### src/rtl/alu_pkg.sv
// alu_pkg: shared ALU encodings, word width and sequencer state type
package alu_pkg;
  localparam logic [2:0] ARITH_ADD = 3'd0;
  localparam logic [2:0] ARITH_SUB = 3'd1;
  localparam logic [2:0] ARITH_INC = 3'd2;
  localparam logic [2:0] ARITH_DEC = 3'd3;
  localparam logic [2:0] ARITH_CMP = 3'd4;
  localparam int ARITH_WORD_W = 16;
  typedef enum logic [1:0] {SEQ_IDLE, SEQ_EXEC, SEQ_DONE} seq_state_t;
  function automatic logic arith_legal(input logic [2:0] c);
    return c <= ARITH_CMP;
  endfunction
endpackage

### src/rtl/alu_seq_slice_ctrl.sv
// alu_seq_slice_ctrl: maps multiword op, first-slice flag and chained carry onto one arith-unit slice
module alu_seq_slice_ctrl
  import alu_pkg::*;
(
  input  logic [2:0]  op,
  input  logic        first,
  input  logic        carry,
  input  logic [15:0] b_in,
  output logic [2:0]  ctrl,
  output logic [15:0] b,
  output logic        cin
);
  logic sub, inc, dec;
  always_comb begin
    sub = op == ARITH_SUB || op == ARITH_CMP;
    inc = op == ARITH_INC;
    dec = op == ARITH_DEC;
    ctrl = sub ? ARITH_SUB : (first && inc) ? ARITH_INC : (first && dec) ? ARITH_DEC : ARITH_ADD;
    b = inc ? 16'h0000 : dec ? 16'hFFFF : b_in;
    cin = (first && (inc || dec)) ? 1'b0 : carry;
  end
endmodule

### src/rtl/alu_multiword_sequencer.sv
// alu_multiword_sequencer: NWORDS x 16-bit add/sub/cmp/inc/dec via the shared arith unit; ALU_SEQ_PERF_CNT_EN adds perf counters
module alu_multiword_sequencer
  import alu_pkg::*;
#(
  parameter int NWORDS = 4,
  localparam int W = ARITH_WORD_W * NWORDS
) (
  input  logic         clk,
  input  logic         rst_n,
  input  logic         in_valid,
  output logic         in_ready,
  input  logic [2:0]   in_ctrl,
  input  logic [W-1:0] in_a,
  input  logic [W-1:0] in_b,
  input  logic         in_cin,
  output logic [15:0]  arith_a,
  output logic [15:0]  arith_b,
  output logic         arith_cin,
  output logic [2:0]   arith_ctrl,
  input  logic [15:0]  arith_result,
  input  logic         arith_cout,
  input  logic         arith_overflow,
  output logic         out_valid,
  input  logic         out_ready,
  output logic [W-1:0] out_result,
  output logic         out_cout,
  output logic         out_overflow,
  output logic         out_zero,
`ifdef ALU_SEQ_PERF_CNT_EN
  output logic         out_err,
  output logic [31:0]  perf_ops,
  output logic [31:0]  perf_busy
`else
  output logic         out_err
`endif
);
  localparam int IW = $clog2(NWORDS);
  seq_state_t state, state_n;
  logic [W-1:0] a_q, b_q;
  logic [2:0] op_q;
  logic carry_q, nz_q;
  logic [IW-1:0] idx_q;
  logic exec, last, accept;
  logic [2:0] sc_ctrl;
  logic [15:0] sc_b;
  logic sc_cin;
  assign exec = state == SEQ_EXEC;
  assign last = idx_q == IW'(NWORDS - 1);
  assign accept = state == SEQ_IDLE && in_valid;
  alu_seq_slice_ctrl u_slice_ctrl (
    .op    (op_q),
    .first (idx_q == '0),
    .carry (carry_q),
    .b_in  (b_q[idx_q*ARITH_WORD_W +: ARITH_WORD_W]),
    .ctrl  (sc_ctrl),
    .b     (sc_b),
    .cin   (sc_cin)
  );
  always_comb begin
    arith_a = exec ? a_q[idx_q*ARITH_WORD_W +: ARITH_WORD_W] : 16'h0000;
    arith_b = exec ? sc_b : 16'h0000;
    arith_cin = exec & sc_cin;
    arith_ctrl = exec ? sc_ctrl : 3'd0;
  end
  always_ff @(posedge clk) begin
    if (!rst_n) state <= SEQ_IDLE;
    else state <= state_n;
  end
  always_comb begin
    state_n = state;
    in_ready = state == SEQ_IDLE;
    out_valid = state == SEQ_DONE;
    if (accept) state_n = arith_legal(in_ctrl) ? SEQ_EXEC : SEQ_DONE;
    if (exec && last) state_n = SEQ_DONE;
    if (out_valid && out_ready) state_n = SEQ_IDLE;
  end
  // CMP runs as SUB but only its zero/carry flags are kept; the result stays cleared
  always_ff @(posedge clk) begin
    if (!rst_n) begin
      a_q <= '0;
      b_q <= '0;
      op_q <= 3'd0;
      carry_q <= 1'b0;
      nz_q <= 1'b0;
      idx_q <= '0;
      out_result <= '0;
      out_cout <= 1'b0;
      out_overflow <= 1'b0;
      out_zero <= 1'b0;
      out_err <= 1'b0;
    end else if (accept) begin
      a_q <= in_a;
      b_q <= in_b;
      op_q <= in_ctrl;
      carry_q <= in_cin;
      nz_q <= 1'b0;
      idx_q <= '0;
      out_result <= '0;
      out_cout <= 1'b0;
      out_overflow <= 1'b0;
      out_zero <= 1'b0;
      out_err <= !arith_legal(in_ctrl);
    end else if (exec) begin
      if (op_q != ARITH_CMP) out_result[idx_q*ARITH_WORD_W +: ARITH_WORD_W] <= arith_result;
      carry_q <= arith_cout;
      nz_q <= nz_q | (|arith_result);
      idx_q <= idx_q + 1'b1;
      if (last) begin
        out_cout <= arith_cout;
        out_overflow <= arith_overflow;
        out_zero <= !(nz_q | (|arith_result));
      end
    end
  end
`ifdef ALU_SEQ_PERF_CNT_EN
  always_ff @(posedge clk) begin
    if (!rst_n) begin
      perf_ops <= 32'd0;
      perf_busy <= 32'd0;
    end else begin
      if (out_valid && out_ready) perf_ops <= perf_ops + 32'd1;
      if (state != SEQ_IDLE) perf_busy <= perf_busy + 32'd1;
    end
  end
`endif
endmodule

### config.mk
export PLATFORM = sky130hd
export DESIGN_NAME = alu_multiword_sequencer
export DESIGN_NICKNAME = d
export VERILOG_FILES = /design/src/rtl/alu_pkg.sv /design/src/rtl/alu_seq_slice_ctrl.sv /design/src/rtl/alu_multiword_sequencer.sv
export SDC_FILE = /design/constraint.sdc
export NUM_CORES = 1
export LEC_CHECK = 0
export ABC_AREA = 1
export CORE_UTILIZATION = 37
export DETAILED_ROUTE_END_ITERATION = 12
export PLACE_DENSITY_LB_ADDON = 0.2
export REMOVE_ABC_BUFFERS = 1
export SLEW_MARGIN = 5
export SYNTH_ARGS = -nofsm -noshare
export SYNTH_HDL_FRONTEND = slang
export SYNTH_SLANG_ARGS = --single-unit
### constraint.sdc
create_clock -name clk -period 2.4 [get_ports clk]
set_input_delay 0.48 -clock clk [delete_from_list [all_inputs] [get_ports clk]]
set_output_delay 0.48 -clock clk [all_outputs]
set_load 0.01 [all_outputs]
==> impl_results.md, run 1 <==
- R2R depth: 9
- Final period util: between 90% and 100%
- Hold_sp: rst_n
- Fin area: roughly 0.013 mm²
- Highest-count cells in the layout ignoring fill and taps: 502 x nor2_1, 222 x clkdlybuf4s50_1, 201 x dfxtp_1, 188 x o21ai_0, 161 x nand2_1
- Startpoint Class: flip-flop
- Num ports: 260
- Placer Congestion: around 0.85
- Drt drc: 0
- Commonest non-fill, non-tap cell in the layout: nor2_1
- Reg-to-reg critical path endpoint: out_cout
- Endpoints failing setup: 0
- Slew HR: around three fifths
- Via count: around 9.4k
- Post-route ant nets: 0
- Crit path time final: roughly 2400 ps
- Area post-placement: 0.0122 mm²
- Total GRT Usage: between 20% and 30%
- WP data required: around 1900 ps
- Core ar.: between 0.02 and 0.025 mm²
- Total CTS buffers: 24
- Leakage: roughly 0.0057 µW
- Flip-flop and latch count after synthesis: slightly above 200
- Worst r2r src: idx_q[0]
- Initial antenna violation count: 3
- Area Overhead vs Synth: 40.6%
- PortBufs: approximately 260
- Clock skew: approximately 9.3 ps
- Crit path kind: flip-flop to output port
- Htree depth: 1
- Vias per cell: 4.76
- Met1 usage: between 20 and 30%
- WL final: approximately 29 mm
- Worst hold path endpoint: a_q[59]
- Yosys warnings: 0
- Cell Area, Synth: 0.00936 mm²
- First-pass GRT wire length: between 40 and 50 mm
- Critical path peak fanout: 16
- Status: finished clean
- Final hold violations: 0
- Tightest Hold Check Type: input pin to flip-flop
- Final Power: between 9000 and 10000 µW
- Global routing usage on met2: a little over a third
- Max VDD drop: 0.000472 V
- Cell variety after synth: 29
- Pwr dens: 699 mW/mm²
- Max Slew Vio Count: 0
- Max Cap Viol: 0
- Layout Nets: between 1.5k and 2k
- Die Wd: around 160 µm
- Die Footprint: roughly 0.026 mm²
- Worst EP arrival: approximately 1900 ps
- Avg Cell Area, Syn: between 6 and 7 µm²
- R2R setup slack: ~390 ps
- Wirelength per Cell: 14.5 µm
- Layout cell share with drive strength beyond 1: under 10%
- # rows: 57
- CTS tree: built
- GRT busiest layer: met2
- RSZ-0062 raised after global routing: true
- Initial Util: approximately two fifths
- GRT Residual Overflow: 0
- Vias in the first global route: 8840
- Worst-Margin Slew: between 500 and 600 ps
- GR Util met3: 4.70%
- Clock Sinks: around 210
- Clock latency on the worst-skew pair: between 500 and 600 ps
- DRT iter0 DRCs: 560
- Clk root buf: clkbuf_16
- Clock slew at reported path FFs: approximately 60 ps
- Fmax: between 0.4 and 0.5 GHz
- Largest net degree at the start of global routing: roughly 110
- Post-DP HPWL: 18.9 mm
- Hold_ws: between 400 and 500 ps
- Syn Inst Count: about 1.4k
- CTS Buffer Depth: 3
- Seq/Total Area, Yosys: 43.8%
- First-pass iteration count of the detailed router: 5
- Layout Utilization: between 50% and 60%
- DIE HEIGHT: 161 µm
- Hold depth: 3
- Crit. End Element: output port
[cell type report]
cell class                      instances  area, µm²
Antenna cell                            1       2.50
Clock buffer                           33        716
Clock inverter                          9        149
Fill cell                            2482      11400
Inverter                               89        349
Sequential cell                       205       4110
Multi-Input combinational cell       1022       4450
Timing Repair Buffer                  292       2980
Tap cell                              324        405
[critical path, stage by stage (launching register included)]
cell and delay (ps):
dfxtp_4 360, buf_4 150, buf_12 150, nor2_1 100, nor2_1 40, o21ai_1 80
nand3_1 110, nand2_1 80, inv_1 30, dlygate4sd2_1 270
[synth_stat cells]
library cell  instances  area, µm²
o31ai_1               1       7.51
nor2_1              508       1910
inv_2                 7       26.3
nand2_1             161        604
clkinv_1              1       3.75
buf_6                 3       33.8
inv_6                 1       8.76
conb_1                1       3.75
nor2_8                1       20.0
nand2_2               1       6.26
nand4_1              19        119
dfxtp_1             205       4100
nand3_4               1       17.5
nand3_2               4       40.0
nor4_1                1       6.26
ha_1                  5       62.6
a31oi_1               1       6.26
inv_1                80        300
nand3_1              35        175
nand2_4               3       33.8
buf_4                13       97.6
nor2_4                1       11.3
nor3_1               27        135
buf_2                43        215
a21oi_1              43        215
o21ai_1              15       75.1
o21ai_0             194        971
buf_1                 4       15.0
clkbuf_1             37        139
[worst max path at each step]
stage                   from              to  slack (ps)  depth (start not counted)
floorplan           idx_q[0]  out_result[48]       -1890                          7
global placement    idx_q[0]     arith_a[15]         230                          5
CTS                 idx_q[0]      arith_b[3]        -210                          8
detailed placement  state[0]      arith_b[1]         170                          7
global route        idx_q[0]      arith_b[1]         -80                          9
finish              idx_q[0]      arith_b[1]          30                          9
[timing repair]
item / in CTS / in global routing
pin swaps: 1 / 13
gates cloned: 1 / 0
hold buffers: 0 / 0
endpoints found under the setup margin: 35 / 34
gates resized for setup: 48 / 60
setup buffers: 3 / 2
[registers in the layout, summed over array words and instances (netlist names)]
register and cells:
out_zero 1, out_overflow 1, out_result 64, state 2, nz_q 1, out_cout 1
idx_q 2, op_q 3, out_err 1, carry_q 1, b_q 64, a_q 64
[logic make-up after synthesis]
family | Yosys count | share of synthesized area, %
other | 1 | 0.0401
AOI/OAI and AO/OA | 254 | 13.6
DFF | 205 | 43.8
buffers and inverters | 189 | 8.97
adders and majority gates | 5 | 0.668
and+or+nand+nor | 762 | 32.9
[power breakdown]
part | switching, µW | leakage (µW) | internal [µW]
logic | 828 | 0.00354 | 657
clock network | 1440 | 0.000430 | 2500
registers | 125 | 0.00169 | 3650
[metrics by stage]
step           instances  setup TNS [ps]  setup slack (ps)
2_1_floorplan       1316         -163480             -1890
3_3_place_gp        1926               0               226
3_5_place_dp        1926               0               165
4_1_cts             1972           -1510              -209
5_1_grt             1974            -371             -76.7
6_report            1975               0              32.5
[layer usage]
metal	vias to the layer above	routed length (µm)	share of wire [%]
met5	-	13	0.046
met4	2	494	1.7
met3	41	2020	7.1
met2	294	13100	46
met1	4172	12900	45
li1	4901	-	-
No activity file was read; power rests on OpenSTA's default activity.
==> run 2: changes to the inputs <==
Settings changed: REMOVE_ABC_BUFFERS 1 to default.
==> impl_results.md, run 2 (same netlist as run 1, synthesis figures left out) <==
- Critical path peak fanout: 8 (-8)
- Largest net degree at the start of global routing: 86 (-20%)
- Endpoints failing setup: 2 (+2)
- Crit path kind: flip-flop to output port
- Crit. End Element: output port
- Worst-Margin Slew: 635 ps (+54.4 ps)
- Pwr dens: 681 mW/mm² (-2.6%)
- First-pass GRT wire length: 46.3 mm (+1.6%)
- Final hold violations: 0 (unchanged)
- Layout Nets: 1802 (+0.50%)
- Num ports: 260 (unchanged)
- GRT Residual Overflow: 0 (unchanged)
- PortBufs: 258 (unchanged)
- DRT iter0 DRCs: 649 (+16%)
- Crit path to: arith_b[7]
- Setup TNS: -73.2 ps (-73.2 ps)
- Worst r2r src: idx_q[0]
- Switching pwr: 2390 µW (about the same)
- First-pass iteration count of the detailed router: 7 (+2)
- Highest-count cells in the layout ignoring fill and taps: 485 x nor2_1, 222 x clkdlybuf4s50_1, 200 x dfxtp_1, 163 x o21ai_0, 161 x nand2_1
- WP data required: 1920 ps (about the same)
- Startpoint Class: flip-flop
- Clock Sinks: 205 (unchanged)
- R2R setup slack: 420 ps (+30 ps)
- Slew HR: 57.7% (-3.5 points)
- Switching share of power: 26.4% (+0.36 points)
- Worst EP arrival: 1960 ps (+70 ps)
- Wirelength per Cell: 14.9 µm (+2.8%)
- Setup WS post-layout: -41.0 ps (-73.5 ps)
- Tightest Hold Check Type: input pin to flip-flop
- Clock share of power: 40.9% (-1.9 points)
- Area Overhead vs Synth: 42.2%
- Failing checks: setup timing
- DIE HEIGHT: 161 µm (unchanged)
- Die Wd: 161 µm (unchanged)
- Die Footprint: 0.0259 mm² (unchanged)
- Setup crit start: idx_q[0]
- Initial Util: 38.2% (unchanged)
- Clock slew at reported path FFs: 60 ps (about the same)
- Initial antenna violation count: 2 (-1)
- Clock skew: 8.31 ps (-1.01 ps)
- Via count: 9480 (+0.74%)
- CTS tree: built
- Total CTS buffers: 24 (unchanged)
- Synth Net Count: roughly 1.6k
- Fmax: 0.410 GHz (-3.0%)
- Layout cell share with drive strength beyond 1: 10.7% (+3.2 points)
- # rows: 57 (unchanged)
- Hold_ws: 460 ps (+49.1 ps)
- Final Power: 9070 µW (-1.4%)
- Drt drc: 0 (unchanged)
- Status: complete, but fails checks
- Core ar.: 0.0245 mm² (unchanged)
- Total GRT Usage: 22.1% (+0.52 points)
- Htree depth: 1 (unchanged)
- WL final: 29.5 mm (+3.3%)
- Post-route ant nets: 0 (unchanged)
- Placer Congestion: 0.857 (+1.2%)
- Leakage: 0.00559 µW (-1.1%)
- R2R depth: 9 (unchanged)
- Post-DP HPWL: 20.0 mm (+5.4%)
- CTS Hold Bufs: 0 (unchanged)
- CTS Buffer Depth: 3 (unchanged)
- Final-layout fill cell count: 2449 (-1.3%)
- Max VDD drop: 0.000422 V (-11%)
- Layout Utilization: 54.3% (+0.63 points)
- Max Cap Viol: 0 (unchanged)
- Final period util: 102% (+3.1 points)
- Vias in the first global route: 8833 (-0.079%)
- RSZ-0062 raised after global routing: true
- Clk root buf: clkbuf_16
- Biggest regs: a_q: 64 flops, b_q: 64 flops, out_result: 64 flops
- Vias per cell: 4.78 (+0.24%)
- Clock latency on the worst-skew pair: 510 ps (about the same)
- Commonest non-fill, non-tap cell in the layout: nor2_1
- Reg-to-reg critical path endpoint: out_cout
- Max Slew Vio Count: 0 (unchanged)
- Comb power frac: 17.2% (+1.1 points)
- Sequential power share: 41.9% (+0.9 points)
- Crit path time final: 2440 ps (+73.5 ps)
- Internal power: 6680 µW (-1.9%)
[run 2: changes by cell type in the layout (fill, tap and decap cells not counted), moves of 8 or more]
cell	change
o21ai_0	-25
nor2_1	-17
buf_2	+15
nor2_4	+12
o21ai_1	+12
o21ai_2	+12
dlygate4sd2_1	-8
[run 2: cell type report]
| cell class | instances | area (µm²) | share of cell area, % |
|---|---|---|---|
| Timing Repair Buffer | 301 | 3000 | 22.5 |
| Clock inverter | 4 | 72.6 | 0.545 |
| Multi-Input combinational cell | 1022 | 4630 | 34.8 |
| Sequential cell | 205 | 4110 | 30.9 |
| Antenna cell | 1 | 2.50 | 0.0188 |
| Inverter | 89 | 347 | 2.60 |
| Clock buffer | 39 | 748 | 5.62 |
| Tap cell | 324 | 405 | 3.04 |
[run 2: stage by stage]
| stage | worst slack, ps | area, µm² | cells |
|---|---|---|---|
| 6_report | -41.0 | 13300 | 1985 |
| 5_1_grt | -127 | 13300 | 1985 |
| 4_1_cts | -240 | 13200 | 1984 |
| 3_5_place_dp | 88.8 | 12100 | 1926 |
| 3_3_place_gp | 103 | 12100 | 1926 |
| 2_1_floorplan | 226 | 9360 | 1416 |
[run 2: critical path, cell delays in order (launching register included)]
cell	delay, ps
dfxtp_4	380
buf_12	140
buf_12	130
buf_12	150
buf_6	110
nor2_2	70
nor2_1	40
o21ai_1	110
nand3_1	100
nand2_1	60
inv_1	30
buf_2	130
[run 2: repair_timing]
item | in CTS | in global routing
buffers inserted | 11 | 1
resized for setup | 153 | 75
setup endpoints to repair | 35 | 34
gates cloned | 4 | 0
pin swaps | 26 | 29
[run 2: worst min-delay path by stage]
stage,depth (start not counted),endpoint,start
2_1_floorplan,2,a_q[48],a_q[48]
3_3_place_gp,2,out_overflow,out_overflow
3_5_place_dp,2,out_result[11],out_result[11]
4_1_cts,3,a_q[20],rst_n
5_1_grt,3,a_q[56],rst_n
6_report,3,a_q[38],rst_n
[run 2: power by group through the flow]
stage          Combinational, µW  Sequential, µW  Clock (µW)
2_1_floorplan                869            3820           0
3_3_place_gp                1440            3840           0
3_5_place_dp                1450            3850           0
4_1_cts                     1530            3790        3780
5_1_grt                     1730            3830        3930
6_report                    1560            3800        3710
[run 2: layer usage]
metal	global-route usage (%)	vias to the layer above	wire, µm
met1	29.0	4266	13300
met5	0	-	12
met4	6.17	2	551
met2	37.0	245	13900
li1	-	4926	-
met3	4.29	41	1740
==> run 3: changes to the inputs <==
Settings changed: CTS_BUF_LIST from default to sky130_fd_sc_hd__clkbuf_4.
==> impl_results.md, run 3 (same netlist as run 1, synthesis figures left out) <==
- Global routing usage on met2: 37.1% (+0.059 points)
- Reg-to-reg critical path endpoint: state[1]
- Vias in the first global route: 9169 (+3.8%)
- CP top delay family: buffers and inverters
- Max VDD drop: 0.000337 V (-20%)
- Crit path time final: 2500 ps (+56.8 ps)
- Leakage: 0.00565 µW (+1.1%)
- # rows: 57 (unchanged)
- Clock skew: 31.9 ps (+23.6 ps)
- Core ar.: 0.0245 mm² (unchanged)
- Setup TNS: -570 ps (-496 ps)
- Worst EP arrival: 2020 ps (+60 ps)
- RSZ-0062 raised after global routing: true
- Pwr dens: 645 mW/mm² (-5.3%)
- Critical path's most frequent cell: buf_12
- Vias per cell: 4.79 (+0.37%)
- Drt drc: 0 (unchanged)
- Total GRT Usage: 22.6% (+0.51 points)
- Final hold violations: 0 (unchanged)
- Endpoints failing setup: 16 (+14)
- Biggest regs: a_q: 64 flops, b_q: 64 flops, out_result: 64 flops
- Layout cell share with drive strength beyond 1: 14.8% (+4.1 points)
- PortBufs: 258 (unchanged)
- Htree depth: 2 (+1)
- Slew HR: 57.1% (-0.54 points)
- Initial Util: 38.2% (unchanged)
- Max Cap Viol: 0 (unchanged)
- CTS Buffer Depth: 3 (unchanged)
- Worst hold path endpoint: a_q[37]
- Crit. End Element: output port
- R2R depth: 8 (-1)
- Highest-count cells in the layout ignoring fill and taps: 470 x nor2_1, 221 x clkdlybuf4s50_1, 200 x dfxtp_1, 161 x nand2_1, 150 x o21ai_0
- Via count: 9803 (+3.4%)
- Switching share of power: 28.6% (+2.3 points)
- Sequential power share: 44.1% (+2.2 points)
- Setup WS post-layout: -97.8 ps (-56.8 ps)
- First-pass iteration count of the detailed router: 5 (-2)
- Slowest stage delay, CP: 380 ps (about the same)
- Max Slew Vio Count: 0 (unchanged)
- Critical path peak fanout: 6 (-2)
- Crit path buf inv count: 5 (-1)
- Status: complete, but fails checks
- DIE HEIGHT: 161 µm (unchanged)
- Tightest Hold Check Type: input pin to flip-flop
- Failing checks: setup timing
- GRT busiest layer: met2
- Die Footprint: 0.0259 mm² (unchanged)
- Placer Congestion: 0.857 (unchanged)
- GRT Residual Overflow: 0 (unchanged)
- Worst r2r src: idx_q[0]
- GR Util met3: 5.55% (+1.3 points)
- Switching pwr: 2480 µW (+3.6%)
- Post-DP HPWL: 20.0 mm (unchanged)
- CTS tree: built
- Post-route ant nets: 0 (unchanged)
- Initial antenna violation count: 3 (+1)
- R2R setup slack: 380 ps (-40 ps)
- Met1 usage: 29.0% (about the same)
- Cell at the slowest stage of the critical path: dfxtp_4
- Total CTS buffers: 55 (+130%)
- Die Wd: 161 µm (unchanged)
- WP data required: 1920 ps (about the same)
- Clock share of power: 37.3% (-3.6 points)
- Synth Net Count: 1575 (unchanged)
- Crit path kind: flip-flop to output port
- Area Overhead vs Synth: 43.1%
- Startpoint Class: flip-flop
- Clk root buf: clkbuf_4
- CP cell instances: buf_12 > buf_12 > buf_6 > nor2_4 > nor2_1 > o21ai_1 > nand3_1 > nand2_1 > inv_1 > buf_2
- Clock latency on the worst-skew pair: 670 ps (+160 ps)
- Hold_sp: rst_n
- Clock slew at reported path FFs: 70 ps (about the same)
- Commonest non-fill, non-tap cell in the layout: nor2_1
- Comb power frac: 18.6% (+1.4 points)
- DRT iter0 DRCs: 624 (-3.9%)
- Clock Sinks: 205 (unchanged)
- First-pass GRT wire length: 47.1 mm (+1.7%)
- Worst-Margin Slew: 643 ps (+8.10 ps)
- Num ports: 260 (unchanged)
- Largest net degree at the start of global routing: 86 (unchanged)
- WL final: 30.1 mm (+2.1%)
- Post-route insts no fill: 2045 (+3.0%)
- Hold depth: 3 (unchanged)
- DP Worst Slack: 88.8 ps (unchanged)
- Fmax: 0.400 GHz (-2.3%)
- Final period util: 104% (+2.4 points)
- Internal power: 6170 µW (-7.7%)
- Wirelength per Cell: 14.7 µm (-0.92%)
- Layout Nets: 1836 (+1.9%)
- Final-layout fill cell count: 2476 (+1.1%)
- Placed cell count: 1926 (unchanged)
-- run 3: area by class of cell --
type | instances | area [µm²] | area share [%]
multi-input combinational | 1022 | 4720 | 35.3
clock buffer | 83 | 623 | 4.65
timing repair buffer | 304 | 3060 | 22.9
antenna | 2 | 5.00 | 0.0374
tap | 324 | 405 | 3.03
sequential | 205 | 4110 | 30.7
inverter | 89 | 344 | 2.57
clock inverter | 16 | 116 | 0.869
-- run 3: how the worst max path moves through the flow --
| stage | from | end | slack, ps | depth (start not counted) |
|---|---|---|---|---|
| after detailed placement | op_q[1] | arith_b[5] | 90 | 7 |
| final | idx_q[0] | arith_b[0] | -100 | 10 |
| after CTS | idx_q[0] | arith_a[3] | -180 | 7 |
| after global routing | idx_q[0] | arith_b[0] | -230 | 10 |
| after global placement | op_q[1] | arith_b[11] | 100 | 7 |
| after floorplan | idx_q[1] | arith_ctrl[1] | 230 | 6 |
-- run 3: worst reg2reg max path, delay by kind of cell, from the launching register on --
family | cells | cell delay (ps)
AOI/OAI and AO/OA | 1 | 200
adders and majority gates | 1 | 160
buffers and inverters | 5 | 770
DFF | 1 | 400
and+or+nand+nor | 1 | 420
-- run 3: routing by layer --
layer | wire length (µm) | up-vias
li1 | - | 5030
met5 | 12 | -
met2 | 14100 | 315
met1 | 13300 | 4409
met4 | 627 | 2
met3 | 2120 | 47
-- run 3: power by group through the flow --
stage	clock network (µW)	logic [µW]	registers [µW]
2_1_floorplan	0	869	3820
3_3_place_gp	0	1440	3840
3_5_place_dp	0	1450	3850
4_1_cts	3320	1560	3800
5_1_grt	3520	1780	3840
6_report	3220	1610	3810
-- run 3: per-stage QoR --
step / util, % / power (µW) / hold WS [ps] / cell area (µm²)
after floorplan: - / 4690 / 449 / 9360
after global placement: 49.5 / 5280 / 452 / 12100
after detailed placement: 49.5 / 5300 / 457 / 12100
after CTS: 53.9 / 8690 / 228 / 13200
after global routing: 54.6 / 9150 / 243 / 13400
final: 54.6 / 8640 / 287 / 13400
-- run 3: what timing repair did --
item	in CTS	in global routing
setup buffers	12	2
pin swaps	52	28
gates resized for setup	243	53
hold buffers	0	0
gates cloned	5	1
setup endpoints to repair	36	36
